<file path="src/rtl/axi_mem_arbiter_if.sv">
// AXI-style read and write channel bundles shared by the arbiter and its peers.
//   axi_read_if  : AR channel (arvalid/arready/araddr/arlen/arsize/arburst)
//                  and R channel (rvalid/rready/rdata/rlast)
//   axi_write_if : AW channel (awvalid/awready/awaddr/awlen/awsize/awburst),
//                  W channel (wvalid/wready/wdata/wstrb/wlast) and
//                  B channel (bvalid/bready/bresp)
// The master modport issues requests; the slave modport answers them.

interface axi_read_if #(
    parameter int unsigned ADDR_WIDTH = 32,
    parameter int unsigned DATA_WIDTH = 32
);
    logic                  arvalid;
    logic                  arready;
    logic [ADDR_WIDTH-1:0] araddr;
    logic [7:0]            arlen;
    logic [2:0]            arsize;
    logic [1:0]            arburst;
    logic                  rvalid;
    logic                  rready;
    logic [DATA_WIDTH-1:0] rdata;
    logic                  rlast;

    modport master (
        output arvalid, araddr, arlen, arsize, arburst, rready,
        input  arready, rvalid, rdata, rlast
    );

    modport slave (
        input  arvalid, araddr, arlen, arsize, arburst, rready,
        output arready, rvalid, rdata, rlast
    );
endinterface

interface axi_write_if #(
    parameter int unsigned ADDR_WIDTH = 32,
    parameter int unsigned DATA_WIDTH = 32
);
    logic                    awvalid;
    logic                    awready;
    logic [ADDR_WIDTH-1:0]   awaddr;
    logic [7:0]              awlen;
    logic [2:0]              awsize;
    logic [1:0]              awburst;
    logic                    wvalid;
    logic                    wready;
    logic [DATA_WIDTH-1:0]   wdata;
    logic [DATA_WIDTH/8-1:0] wstrb;
    logic                    wlast;
    logic                    bvalid;
    logic                    bready;
    logic [1:0]              bresp;

    modport master (
        output awvalid, awaddr, awlen, awsize, awburst,
               wvalid, wdata, wstrb, wlast, bready,
        input  awready, wready, bvalid, bresp
    );

    modport slave (
        input  awvalid, awaddr, awlen, awsize, awburst,
               wvalid, wdata, wstrb, wlast, bready,
        output awready, wready, bvalid, bresp
    );
endinterface

</file>
<file path="src/rtl/axi_mem_arbiter.sv">
// Arbitrates two read requesters (icache, dcache refill) onto one memory read
// port and forwards the single dcache write-back requester to the memory write
// port. Read and write paths run independently.
// Ports:
//   clk, rst             : clock, asynchronous active-high reset
//   icache_rd, dcache_rd : read requesters 0 and 1
//   dcache_wr            : write requester
//   mem_rd, mem_wr       : shared memory read / write ports
//   rd_err, wr_err       : sticky burst-length mismatch flags
//   busy                 : either path not idle

module axi_mem_arbiter #(
    parameter bit          RR_EN     = 1'b1,
    parameter int unsigned BURST_MAX = 8
) (
    input  logic        clk,
    input  logic        rst,
    axi_read_if.slave   icache_rd,
    axi_read_if.slave   dcache_rd,
    axi_write_if.slave  dcache_wr,
    axi_read_if.master  mem_rd,
    axi_write_if.master mem_wr,
    output logic        rd_err,
    output logic        wr_err,
    output logic        busy
);

    localparam int unsigned BEAT_W = $clog2(BURST_MAX) + 1;
    localparam int unsigned LEN_W  = 9;

    typedef enum logic [1:0] {R_IDLE, R_ADDR, R_DATA} r_state_e;
    typedef enum logic [1:0] {W_IDLE, W_DATA, W_RESP} w_state_e;

    r_state_e          r_state_q, r_state_d;
    logic              gnt_q, gnt_d;
    logic              rr_ptr_q, rr_ptr_d;
    logic [BEAT_W-1:0] rd_beat_q, rd_beat_d;
    logic [7:0]        arlen_q, arlen_d;
    logic              rd_err_q, rd_err_d;

    w_state_e          w_state_q, w_state_d;
    logic [BEAT_W-1:0] wr_beat_q, wr_beat_d;
    logic [7:0]        awlen_q, awlen_d;
    logic              wr_err_q, wr_err_d;

    logic              busy_q, busy_d;

    // Read path: grant, address forwarding and beat routing to the granted requester.
    always_comb begin
        r_state_d = r_state_q;
        gnt_d     = gnt_q;
        rr_ptr_d  = rr_ptr_q;
        rd_beat_d = rd_beat_q;
        arlen_d   = arlen_q;
        rd_err_d  = rd_err_q;

        mem_rd.arvalid    = 1'b0;
        mem_rd.araddr     = '0;
        mem_rd.arlen      = '0;
        mem_rd.arsize     = '0;
        mem_rd.arburst    = '0;
        mem_rd.rready     = 1'b0;
        icache_rd.arready = 1'b0;
        icache_rd.rvalid  = 1'b0;
        icache_rd.rdata   = '0;
        icache_rd.rlast   = 1'b0;
        dcache_rd.arready = 1'b0;
        dcache_rd.rvalid  = 1'b0;
        dcache_rd.rdata   = '0;
        dcache_rd.rlast   = 1'b0;

        unique case (r_state_q)
            R_IDLE: begin
                if (icache_rd.arvalid && dcache_rd.arvalid) begin
                    gnt_d = RR_EN ? rr_ptr_q : 1'b0;
                end else if (icache_rd.arvalid) begin
                    gnt_d = 1'b0;
                end else if (dcache_rd.arvalid) begin
                    gnt_d = 1'b1;
                end
                if (icache_rd.arvalid || dcache_rd.arvalid) begin
                    r_state_d = R_ADDR;
                end
            end

            R_ADDR: begin
                mem_rd.arvalid = 1'b1;
                if (gnt_q) begin
                    mem_rd.araddr     = dcache_rd.araddr;
                    mem_rd.arlen      = dcache_rd.arlen;
                    mem_rd.arsize     = dcache_rd.arsize;
                    mem_rd.arburst    = dcache_rd.arburst;
                    dcache_rd.arready = mem_rd.arready;
                    arlen_d           = dcache_rd.arlen;
                end else begin
                    mem_rd.araddr     = icache_rd.araddr;
                    mem_rd.arlen      = icache_rd.arlen;
                    mem_rd.arsize     = icache_rd.arsize;
                    mem_rd.arburst    = icache_rd.arburst;
                    icache_rd.arready = mem_rd.arready;
                    arlen_d           = icache_rd.arlen;
                end
                // arlen_d only sticks when the address handshake completes.
                if (mem_rd.arready) begin
                    rd_beat_d = '0;
                    r_state_d = R_DATA;
                end else begin
                    arlen_d = arlen_q;
                end
            end

            R_DATA: begin
                if (gnt_q) begin
                    mem_rd.rready    = dcache_rd.rready;
                    dcache_rd.rvalid = mem_rd.rvalid;
                    dcache_rd.rdata  = mem_rd.rdata;
                    dcache_rd.rlast  = mem_rd.rlast;
                end else begin
                    mem_rd.rready    = icache_rd.rready;
                    icache_rd.rvalid = mem_rd.rvalid;
                    icache_rd.rdata  = mem_rd.rdata;
                    icache_rd.rlast  = mem_rd.rlast;
                end
                if (mem_rd.rvalid && (gnt_q ? dcache_rd.rready : icache_rd.rready)) begin
                    rd_beat_d = rd_beat_q + BEAT_W'(1);
                    if (mem_rd.rlast) begin
                        // Length mismatch is flagged but the burst still ends here.
                        if (LEN_W'(rd_beat_q) + LEN_W'(1) != LEN_W'(arlen_q) + LEN_W'(1)) begin
                            rd_err_d = 1'b1;
                        end
                        rr_ptr_d  = ~gnt_q;
                        r_state_d = R_IDLE;
                    end
                end
            end

            default: r_state_d = R_IDLE;
        endcase
    end

    // Write path: aw/w/b pass-through sequenced by the write FSM.
    always_comb begin
        w_state_d = w_state_q;
        wr_beat_d = wr_beat_q;
        awlen_d   = awlen_q;
        wr_err_d  = wr_err_q;

        mem_wr.awvalid    = 1'b0;
        mem_wr.awaddr     = dcache_wr.awaddr;
        mem_wr.awlen      = dcache_wr.awlen;
        mem_wr.awsize     = dcache_wr.awsize;
        mem_wr.awburst    = dcache_wr.awburst;
        mem_wr.wvalid     = 1'b0;
        mem_wr.wdata      = dcache_wr.wdata;
        mem_wr.wstrb      = dcache_wr.wstrb;
        mem_wr.wlast      = dcache_wr.wlast;
        mem_wr.bready     = 1'b0;
        dcache_wr.awready = 1'b0;
        dcache_wr.wready  = 1'b0;
        dcache_wr.bvalid  = 1'b0;
        dcache_wr.bresp   = mem_wr.bresp;

        unique case (w_state_q)
            W_IDLE: begin
                // Pass-through is combinational, so it is gated directly by reset.
                mem_wr.awvalid    = dcache_wr.awvalid & ~rst;
                dcache_wr.awready = mem_wr.awready & ~rst;
                if (dcache_wr.awvalid && mem_wr.awready) begin
                    awlen_d   = dcache_wr.awlen;
                    wr_beat_d = '0;
                    w_state_d = W_DATA;
                end
            end

            W_DATA: begin
                mem_wr.wvalid    = dcache_wr.wvalid;
                dcache_wr.wready = mem_wr.wready;
                if (dcache_wr.wvalid && mem_wr.wready) begin
                    wr_beat_d = wr_beat_q + BEAT_W'(1);
                    if (dcache_wr.wlast) begin
                        if (LEN_W'(wr_beat_q) + LEN_W'(1) != LEN_W'(awlen_q) + LEN_W'(1)) begin
                            wr_err_d = 1'b1;
                        end
                        w_state_d = W_RESP;
                    end
                end
            end

            W_RESP: begin
                dcache_wr.bvalid = mem_wr.bvalid;
                mem_wr.bready    = dcache_wr.bready;
                if (mem_wr.bvalid && dcache_wr.bready) begin
                    w_state_d = W_IDLE;
                end
            end

            default: w_state_d = W_IDLE;
        endcase
    end

    // busy tracks the next state so the flop matches the current state exactly.
    always_comb begin
        busy_d = (r_state_d != R_IDLE) || (w_state_d != W_IDLE);
    end

    always_ff @(posedge clk or posedge rst) begin
        if (rst) begin
            r_state_q <= R_IDLE;
            gnt_q     <= 1'b0;
            rr_ptr_q  <= 1'b0;
            rd_beat_q <= '0;
            arlen_q   <= '0;
            rd_err_q  <= 1'b0;
            w_state_q <= W_IDLE;
            wr_beat_q <= '0;
            awlen_q   <= '0;
            wr_err_q  <= 1'b0;
            busy_q    <= 1'b0;
        end else begin
            r_state_q <= r_state_d;
            gnt_q     <= gnt_d;
            rr_ptr_q  <= rr_ptr_d;
            rd_beat_q <= rd_beat_d;
            arlen_q   <= arlen_d;
            rd_err_q  <= rd_err_d;
            w_state_q <= w_state_d;
            wr_beat_q <= wr_beat_d;
            awlen_q   <= awlen_d;
            wr_err_q  <= wr_err_d;
            busy_q    <= busy_d;
        end
    end

    assign rd_err = rd_err_q;
    assign wr_err = wr_err_q;
    assign busy   = busy_q;

endmodule
</file>
<file path="src/flat_wrapper.sv">
// flat-port wrapper written by rule: the top's interface ports become plain ports
module axi_mem_arbiter_flat 
#(
    parameter bit          RR_EN     = 1'b1,
    parameter int unsigned BURST_MAX = 8
)
  (clk, rst, rd_err, wr_err, busy, icache_rd_arvalid, icache_rd_araddr, icache_rd_arlen, icache_rd_arsize, icache_rd_arburst, icache_rd_rready, icache_rd_arready, icache_rd_rvalid, icache_rd_rdata, icache_rd_rlast, dcache_rd_arvalid, dcache_rd_araddr, dcache_rd_arlen, dcache_rd_arsize, dcache_rd_arburst, dcache_rd_rready, dcache_rd_arready, dcache_rd_rvalid, dcache_rd_rdata, dcache_rd_rlast, dcache_wr_awvalid, dcache_wr_awaddr, dcache_wr_awlen, dcache_wr_awsize, dcache_wr_awburst, dcache_wr_wvalid, dcache_wr_wdata, dcache_wr_wstrb, dcache_wr_wlast, dcache_wr_bready, dcache_wr_awready, dcache_wr_wready, dcache_wr_bvalid, dcache_wr_bresp, mem_rd_arvalid, mem_rd_araddr, mem_rd_arlen, mem_rd_arsize, mem_rd_arburst, mem_rd_rready, mem_rd_arready, mem_rd_rvalid, mem_rd_rdata, mem_rd_rlast, mem_wr_awvalid, mem_wr_awaddr, mem_wr_awlen, mem_wr_awsize, mem_wr_awburst, mem_wr_wvalid, mem_wr_wdata, mem_wr_wstrb, mem_wr_wlast, mem_wr_bready, mem_wr_awready, mem_wr_wready, mem_wr_bvalid, mem_wr_bresp);
  axi_read_if icache_rd_i ();
  axi_read_if dcache_rd_i ();
  axi_write_if dcache_wr_i ();
  axi_read_if mem_rd_i ();
  axi_write_if mem_wr_i ();
  input  logic clk;
  input  logic rst;
  output logic rd_err;
  output logic wr_err;
  output logic busy;
  input wire logic [$bits(icache_rd_i.arvalid)-1:0] icache_rd_arvalid;
  input wire logic [$bits(icache_rd_i.araddr)-1:0] icache_rd_araddr;
  input wire logic [$bits(icache_rd_i.arlen)-1:0] icache_rd_arlen;
  input wire logic [$bits(icache_rd_i.arsize)-1:0] icache_rd_arsize;
  input wire logic [$bits(icache_rd_i.arburst)-1:0] icache_rd_arburst;
  input wire logic [$bits(icache_rd_i.rready)-1:0] icache_rd_rready;
  output wire logic [$bits(icache_rd_i.arready)-1:0] icache_rd_arready;
  output wire logic [$bits(icache_rd_i.rvalid)-1:0] icache_rd_rvalid;
  output wire logic [$bits(icache_rd_i.rdata)-1:0] icache_rd_rdata;
  output wire logic [$bits(icache_rd_i.rlast)-1:0] icache_rd_rlast;
  input wire logic [$bits(dcache_rd_i.arvalid)-1:0] dcache_rd_arvalid;
  input wire logic [$bits(dcache_rd_i.araddr)-1:0] dcache_rd_araddr;
  input wire logic [$bits(dcache_rd_i.arlen)-1:0] dcache_rd_arlen;
  input wire logic [$bits(dcache_rd_i.arsize)-1:0] dcache_rd_arsize;
  input wire logic [$bits(dcache_rd_i.arburst)-1:0] dcache_rd_arburst;
  input wire logic [$bits(dcache_rd_i.rready)-1:0] dcache_rd_rready;
  output wire logic [$bits(dcache_rd_i.arready)-1:0] dcache_rd_arready;
  output wire logic [$bits(dcache_rd_i.rvalid)-1:0] dcache_rd_rvalid;
  output wire logic [$bits(dcache_rd_i.rdata)-1:0] dcache_rd_rdata;
  output wire logic [$bits(dcache_rd_i.rlast)-1:0] dcache_rd_rlast;
  input wire logic [$bits(dcache_wr_i.awvalid)-1:0] dcache_wr_awvalid;
  input wire logic [$bits(dcache_wr_i.awaddr)-1:0] dcache_wr_awaddr;
  input wire logic [$bits(dcache_wr_i.awlen)-1:0] dcache_wr_awlen;
  input wire logic [$bits(dcache_wr_i.awsize)-1:0] dcache_wr_awsize;
  input wire logic [$bits(dcache_wr_i.awburst)-1:0] dcache_wr_awburst;
  input wire logic [$bits(dcache_wr_i.wvalid)-1:0] dcache_wr_wvalid;
  input wire logic [$bits(dcache_wr_i.wdata)-1:0] dcache_wr_wdata;
  input wire logic [$bits(dcache_wr_i.wstrb)-1:0] dcache_wr_wstrb;
  input wire logic [$bits(dcache_wr_i.wlast)-1:0] dcache_wr_wlast;
  input wire logic [$bits(dcache_wr_i.bready)-1:0] dcache_wr_bready;
  output wire logic [$bits(dcache_wr_i.awready)-1:0] dcache_wr_awready;
  output wire logic [$bits(dcache_wr_i.wready)-1:0] dcache_wr_wready;
  output wire logic [$bits(dcache_wr_i.bvalid)-1:0] dcache_wr_bvalid;
  output wire logic [$bits(dcache_wr_i.bresp)-1:0] dcache_wr_bresp;
  output wire logic [$bits(mem_rd_i.arvalid)-1:0] mem_rd_arvalid;
  output wire logic [$bits(mem_rd_i.araddr)-1:0] mem_rd_araddr;
  output wire logic [$bits(mem_rd_i.arlen)-1:0] mem_rd_arlen;
  output wire logic [$bits(mem_rd_i.arsize)-1:0] mem_rd_arsize;
  output wire logic [$bits(mem_rd_i.arburst)-1:0] mem_rd_arburst;
  output wire logic [$bits(mem_rd_i.rready)-1:0] mem_rd_rready;
  input wire logic [$bits(mem_rd_i.arready)-1:0] mem_rd_arready;
  input wire logic [$bits(mem_rd_i.rvalid)-1:0] mem_rd_rvalid;
  input wire logic [$bits(mem_rd_i.rdata)-1:0] mem_rd_rdata;
  input wire logic [$bits(mem_rd_i.rlast)-1:0] mem_rd_rlast;
  output wire logic [$bits(mem_wr_i.awvalid)-1:0] mem_wr_awvalid;
  output wire logic [$bits(mem_wr_i.awaddr)-1:0] mem_wr_awaddr;
  output wire logic [$bits(mem_wr_i.awlen)-1:0] mem_wr_awlen;
  output wire logic [$bits(mem_wr_i.awsize)-1:0] mem_wr_awsize;
  output wire logic [$bits(mem_wr_i.awburst)-1:0] mem_wr_awburst;
  output wire logic [$bits(mem_wr_i.wvalid)-1:0] mem_wr_wvalid;
  output wire logic [$bits(mem_wr_i.wdata)-1:0] mem_wr_wdata;
  output wire logic [$bits(mem_wr_i.wstrb)-1:0] mem_wr_wstrb;
  output wire logic [$bits(mem_wr_i.wlast)-1:0] mem_wr_wlast;
  output wire logic [$bits(mem_wr_i.bready)-1:0] mem_wr_bready;
  input wire logic [$bits(mem_wr_i.awready)-1:0] mem_wr_awready;
  input wire logic [$bits(mem_wr_i.wready)-1:0] mem_wr_wready;
  input wire logic [$bits(mem_wr_i.bvalid)-1:0] mem_wr_bvalid;
  input wire logic [$bits(mem_wr_i.bresp)-1:0] mem_wr_bresp;
  assign icache_rd_i.arvalid = icache_rd_arvalid;
  assign icache_rd_i.araddr = icache_rd_araddr;
  assign icache_rd_i.arlen = icache_rd_arlen;
  assign icache_rd_i.arsize = icache_rd_arsize;
  assign icache_rd_i.arburst = icache_rd_arburst;
  assign icache_rd_i.rready = icache_rd_rready;
  assign icache_rd_arready = icache_rd_i.arready;
  assign icache_rd_rvalid = icache_rd_i.rvalid;
  assign icache_rd_rdata = icache_rd_i.rdata;
  assign icache_rd_rlast = icache_rd_i.rlast;
  assign dcache_rd_i.arvalid = dcache_rd_arvalid;
  assign dcache_rd_i.araddr = dcache_rd_araddr;
  assign dcache_rd_i.arlen = dcache_rd_arlen;
  assign dcache_rd_i.arsize = dcache_rd_arsize;
  assign dcache_rd_i.arburst = dcache_rd_arburst;
  assign dcache_rd_i.rready = dcache_rd_rready;
  assign dcache_rd_arready = dcache_rd_i.arready;
  assign dcache_rd_rvalid = dcache_rd_i.rvalid;
  assign dcache_rd_rdata = dcache_rd_i.rdata;
  assign dcache_rd_rlast = dcache_rd_i.rlast;
  assign dcache_wr_i.awvalid = dcache_wr_awvalid;
  assign dcache_wr_i.awaddr = dcache_wr_awaddr;
  assign dcache_wr_i.awlen = dcache_wr_awlen;
  assign dcache_wr_i.awsize = dcache_wr_awsize;
  assign dcache_wr_i.awburst = dcache_wr_awburst;
  assign dcache_wr_i.wvalid = dcache_wr_wvalid;
  assign dcache_wr_i.wdata = dcache_wr_wdata;
  assign dcache_wr_i.wstrb = dcache_wr_wstrb;
  assign dcache_wr_i.wlast = dcache_wr_wlast;
  assign dcache_wr_i.bready = dcache_wr_bready;
  assign dcache_wr_awready = dcache_wr_i.awready;
  assign dcache_wr_wready = dcache_wr_i.wready;
  assign dcache_wr_bvalid = dcache_wr_i.bvalid;
  assign dcache_wr_bresp = dcache_wr_i.bresp;
  assign mem_rd_arvalid = mem_rd_i.arvalid;
  assign mem_rd_araddr = mem_rd_i.araddr;
  assign mem_rd_arlen = mem_rd_i.arlen;
  assign mem_rd_arsize = mem_rd_i.arsize;
  assign mem_rd_arburst = mem_rd_i.arburst;
  assign mem_rd_rready = mem_rd_i.rready;
  assign mem_rd_i.arready = mem_rd_arready;
  assign mem_rd_i.rvalid = mem_rd_rvalid;
  assign mem_rd_i.rdata = mem_rd_rdata;
  assign mem_rd_i.rlast = mem_rd_rlast;
  assign mem_wr_awvalid = mem_wr_i.awvalid;
  assign mem_wr_awaddr = mem_wr_i.awaddr;
  assign mem_wr_awlen = mem_wr_i.awlen;
  assign mem_wr_awsize = mem_wr_i.awsize;
  assign mem_wr_awburst = mem_wr_i.awburst;
  assign mem_wr_wvalid = mem_wr_i.wvalid;
  assign mem_wr_wdata = mem_wr_i.wdata;
  assign mem_wr_wstrb = mem_wr_i.wstrb;
  assign mem_wr_wlast = mem_wr_i.wlast;
  assign mem_wr_bready = mem_wr_i.bready;
  assign mem_wr_i.awready = mem_wr_awready;
  assign mem_wr_i.wready = mem_wr_wready;
  assign mem_wr_i.bvalid = mem_wr_bvalid;
  assign mem_wr_i.bresp = mem_wr_bresp;
  axi_mem_arbiter #(.RR_EN(RR_EN), .BURST_MAX(BURST_MAX)) u_core (.clk(clk), .rst(rst), .icache_rd(icache_rd_i), .dcache_rd(dcache_rd_i), .dcache_wr(dcache_wr_i), .mem_rd(mem_rd_i), .mem_wr(mem_wr_i), .rd_err(rd_err), .wr_err(wr_err), .busy(busy));
endmodule
</file>
<file path="config.mk">
export PLATFORM = sky130hd
export DESIGN_NAME = axi_mem_arbiter_flat
export DESIGN_NICKNAME = d
export VERILOG_FILES = /design/src/rtl/axi_mem_arbiter_if.sv /design/src/rtl/axi_mem_arbiter.sv /design/src/flat_wrapper.sv
export SDC_FILE = /design/constraint.sdc
export NUM_CORES = 1
export LEC_CHECK = 0
export BUFFER_PORTS_ARGS = -buffer_cell sky130_fd_sc_hd__buf_4
export CORE_AREA = 4 4 163 165
export CTS_BUF_LIST = sky130_fd_sc_hd__clkbuf_16
export CTS_CLUSTER_DIAMETER = 50
export DETAILED_ROUTE_END_ITERATION = 10
export DIE_AREA = 0 0 167 169
export PLACE_DENSITY = 0.38
export SLEW_MARGIN = 5
export SYNTH_ARGS = -nofsm -noshare
export SYNTH_HDL_FRONTEND = slang
export SYNTH_SLANG_ARGS = --single-unit
export TNS_END_PERCENT = 5
</file>
<file path="constraint.sdc">
create_clock -name clk -period 5.28 [get_ports clk]
set_input_delay 0.792 -clock clk [delete_from_list [all_inputs] [get_ports clk]]
set_output_delay 0.792 -clock clk [all_outputs]
set_load 0.1 [all_outputs]
</file>
==> impl_results.md <==
- Critical path's top delay family: simple AND/OR/NAND/NOR gates
- Initial antenna violation count: 1
- Vias per cell: 3.84
- Rel. slew slack: 0.322
- Final hold violation count: 0
- Comb power frac: 0.781
- First-pass GRT wire length: 25,400 um
- Worst R2R Setup Slack: 2.57 ns
- Setup-failing EPs final: 0
- Effective utilization at floorplan: 0.143
- Synth Warn #: 0
- Gr ovfl total: 0
- Pint: 1.23 mW
- Worst Path Arrival: 2.67 ns
- Post-synth EDFFs: 0
- Synth top area share: 0.231
- DRT Pass-1 Iters: 6
- Reg2reg end: u_core.busy
- Top FF cell, synth: dfrtp_1
- RSZ-0062 raised after global routing: no
- Mapped Nets: 696
- Mapped Cells: 471
- Max Fclk: 289 MHz
- Sum of buffers and inverters on the critical path: 2
- Final nets: 877
- Clock Pin Slew Worst Setup and Hold Paths: 0.05 ns
- Synthesized area: 3580 sq um
- CP max-delay cell: nand2b_2
- Hold/Removal Path Class: in2async
- Residual DRC: 0
- H-tree levels: 2
- #FFs+latches synth: 33
- Total power: 3.89 mW
- Routability Congestion: 0.813
- Worst Path Required: 4.49 ns
- Cell area after layout: 5530 sq um
- Fin crit period: 3.46 ns
- Worst hold slack: 0.443 ns
- Crit path launch: u_core.r_state_q[1]
- CP Launch Type: register
- CP max FO: 46
- Post-route clock period utilization: 0.655
- PortBufs: 280
- Dpl hpwl: 14,700 um
- Synth-to-Final Area Change: 54.5%
- Die Wd: 167 um
- Setup_tns: 0 ns
- Post-synth cell types: 41
- Hold Buf Count CTS: 0
- Post-Route Skew: 0.00398 ns
- P_sw: 2.66 mW
- Reg2Reg Depth: 5
- Synth area leader: dfrtp_1
- Root buf cell: clkbuf_16
- Final Max Slew Viols: 0
- CTS Buf Count: 5
- Reg-to-reg startpoint: u_core.r_state_q[1]
- Drt wl/cell: 17.6 um
- Max incr delay on CP: 0.67 ns
- Number of gates resized after CTS: 0
- Die area: 28,200 sq um
- Reg power frac: 0.148
- Clock buffer depth: 2
- Syn_area_per_cell: 7.60 sq um
- Sw Ratio: 0.683
- Status: finished clean
- P per Cell Area: 703 nW/um^2
- Post-CTS setup buffers: 0
- Layout cells sized above 1: 0.452
- Pin count of the biggest net entering global routing: 62
- WL final: 17,300 um
- Num Clock Sinks: 33
- Synth top area cells: dfrtp_1 (23%), buf_4 (18%), mux2i_1 (13%), and2_1 (7.0%), and3_1 (6.6%)
- Post-synthesis sequential area ratio: 0.231
- Worst skew pair latency: 0.28 ns
- Count of max-cap constraint violations: 0
- Num ports: 431
- VDD IR-drop max: 0.256 mV
- Synth async-reset ratio: 1.00
- Core area: 25,000 sq um
- Slew @ Worst Pin: 1.02 ns
- Placed cell area: 5400 sq um
- Clk network pwr share: 0.070
- Vias in the first global route: 3,947
- Lkg Pwr: 2.98 nW
- Antenna-violating nets left: 0
- DR vias: 3,777
- Die Height: 169 um
- 1st-iter DRT viols: 123
- Capturing element type of the critical path: output port
- Site Rows: 58
- Critical path type: reg2out
- CP cell instances: nand2b_2, inv_1, nand2_1, nor2_1, buf_4
- Tot GR Track Use: 0.115
- TritonCTS clock tree: yes
[how the worst max path moves through the flow]
stage,endpoint,slack [ns],depth (start not counted)
2_1_floorplan,icache_rd_arready,1.51,6
3_3_place_gp,icache_rd_arready,2.01,5
3_5_place_dp,icache_rd_arready,1.94,5
4_1_cts,icache_rd_arready,1.63,5
5_1_grt,icache_rd_arready,1.44,5
6_report,icache_rd_arready,1.82,5
[Yosys cell counts, types with 4 or more instances]
cell	instances
nand2b_1	4
inv_1	5
nor2_1	54
xnor2_1	8
nand2_1	47
xor2_1	8
nor3_1	4
mux2i_1	47
buf_4	84
and3_1	38
ha_1	4
and2_1	40
clkbuf_1	15
a21oi_1	7
buf_2	9
dfrtp_1	33
nand3_1	17
o21ai_0	19
[cells in the final DEF (no fill, tap or decap), types with 2 or more instances in the layout]
master,instances
and2_1,40
mux2i_1,47
dfrtp_1,32
nand2b_1,3
a21oi_1,7
nor2b_1,2
nor4b_1,2
nand2_1,47
nor3_1,4
nor2_1,54
inv_1,7
xnor2_1,8
nor3b_1,2
xor2_1,8
and3_1,38
buf_4,284
clkbuf_16,5
ha_1,4
nand3_1,17
o21ai_0,19
[area by class of cell]
| cell class | instances | area [sq um] |
|---|---|---|
| Fill cell | 2856 | 19500 |
| Inverter | 5 | 18.8 |
| Tap cell | 330 | 413 |
| Timing Repair Buffer | 284 | 2130 |
| Multi-Input combinational cell | 323 | 2000 |
| Clock buffer | 5 | 125 |
| Antenna cell | 1 | 2.50 |
| Clock inverter | 3 | 11.3 |
| Sequential cell | 33 | 830 |
[sequential cells by signal (all words and copies together) (netlist names)]
signal and count:
u_core.rr_ptr_q 1, u_core.r_state_q 2, u_core.gnt_q 1, u_core.rd_beat_q 4
u_core.rd_err 1, u_core.arlen_q 8, u_core.wr_err 1, u_core.w_state_q 2
u_core.wr_beat_q 4, u_core.awlen_q 8, u_core.busy 1
[through the flow]
| stage | instances | setup WS, ns | util |
|---|---|---|---|
| after detailed placement | 975 | 1.94 | 0.215 |
| final | 984 | 1.82 | 0.221 |
| after global placement | 975 | 2.01 | 0.215 |
| after CTS | 983 | 1.63 | 0.221 |
| after floorplan | 471 | 1.51 | - |
| after global routing | 983 | 1.44 | 0.221 |
[logic make-up after synthesis]
| family | after synthesis | synth area share |
|---|---|---|
| adders and majority gates | 5 | 0.0168 |
| xor gates and xnor gates | 16 | 0.0391 |
| and+or+nand+nor | 216 | 0.303 |
| muxes | 47 | 0.131 |
| DFF | 33 | 0.231 |
| buffers and inverters | 115 | 0.212 |
| AOI/OAI and AO/OA | 39 | 0.0671 |
[metal layers]
layer | routed length, um | GRT usage
met2 | 8530 | 0.197
met4 | 102 | 0.0149
met5 | 13 | 0
met3 | 1910 | 0.0511
met1 | 6720 | 0.137
[power by group through the flow]
stage          registers [mW]  logic, mW  clock network (mW)
3_3_place_gp            0.587       3.08                   0
3_5_place_dp            0.585       3.08                   0
2_1_floorplan           0.521       2.69                   0
4_1_cts                 0.582       3.09               0.286
5_1_grt                 0.610       3.19               0.300
6_report                0.576       3.04               0.274
(Power assumes the default switching activity.)
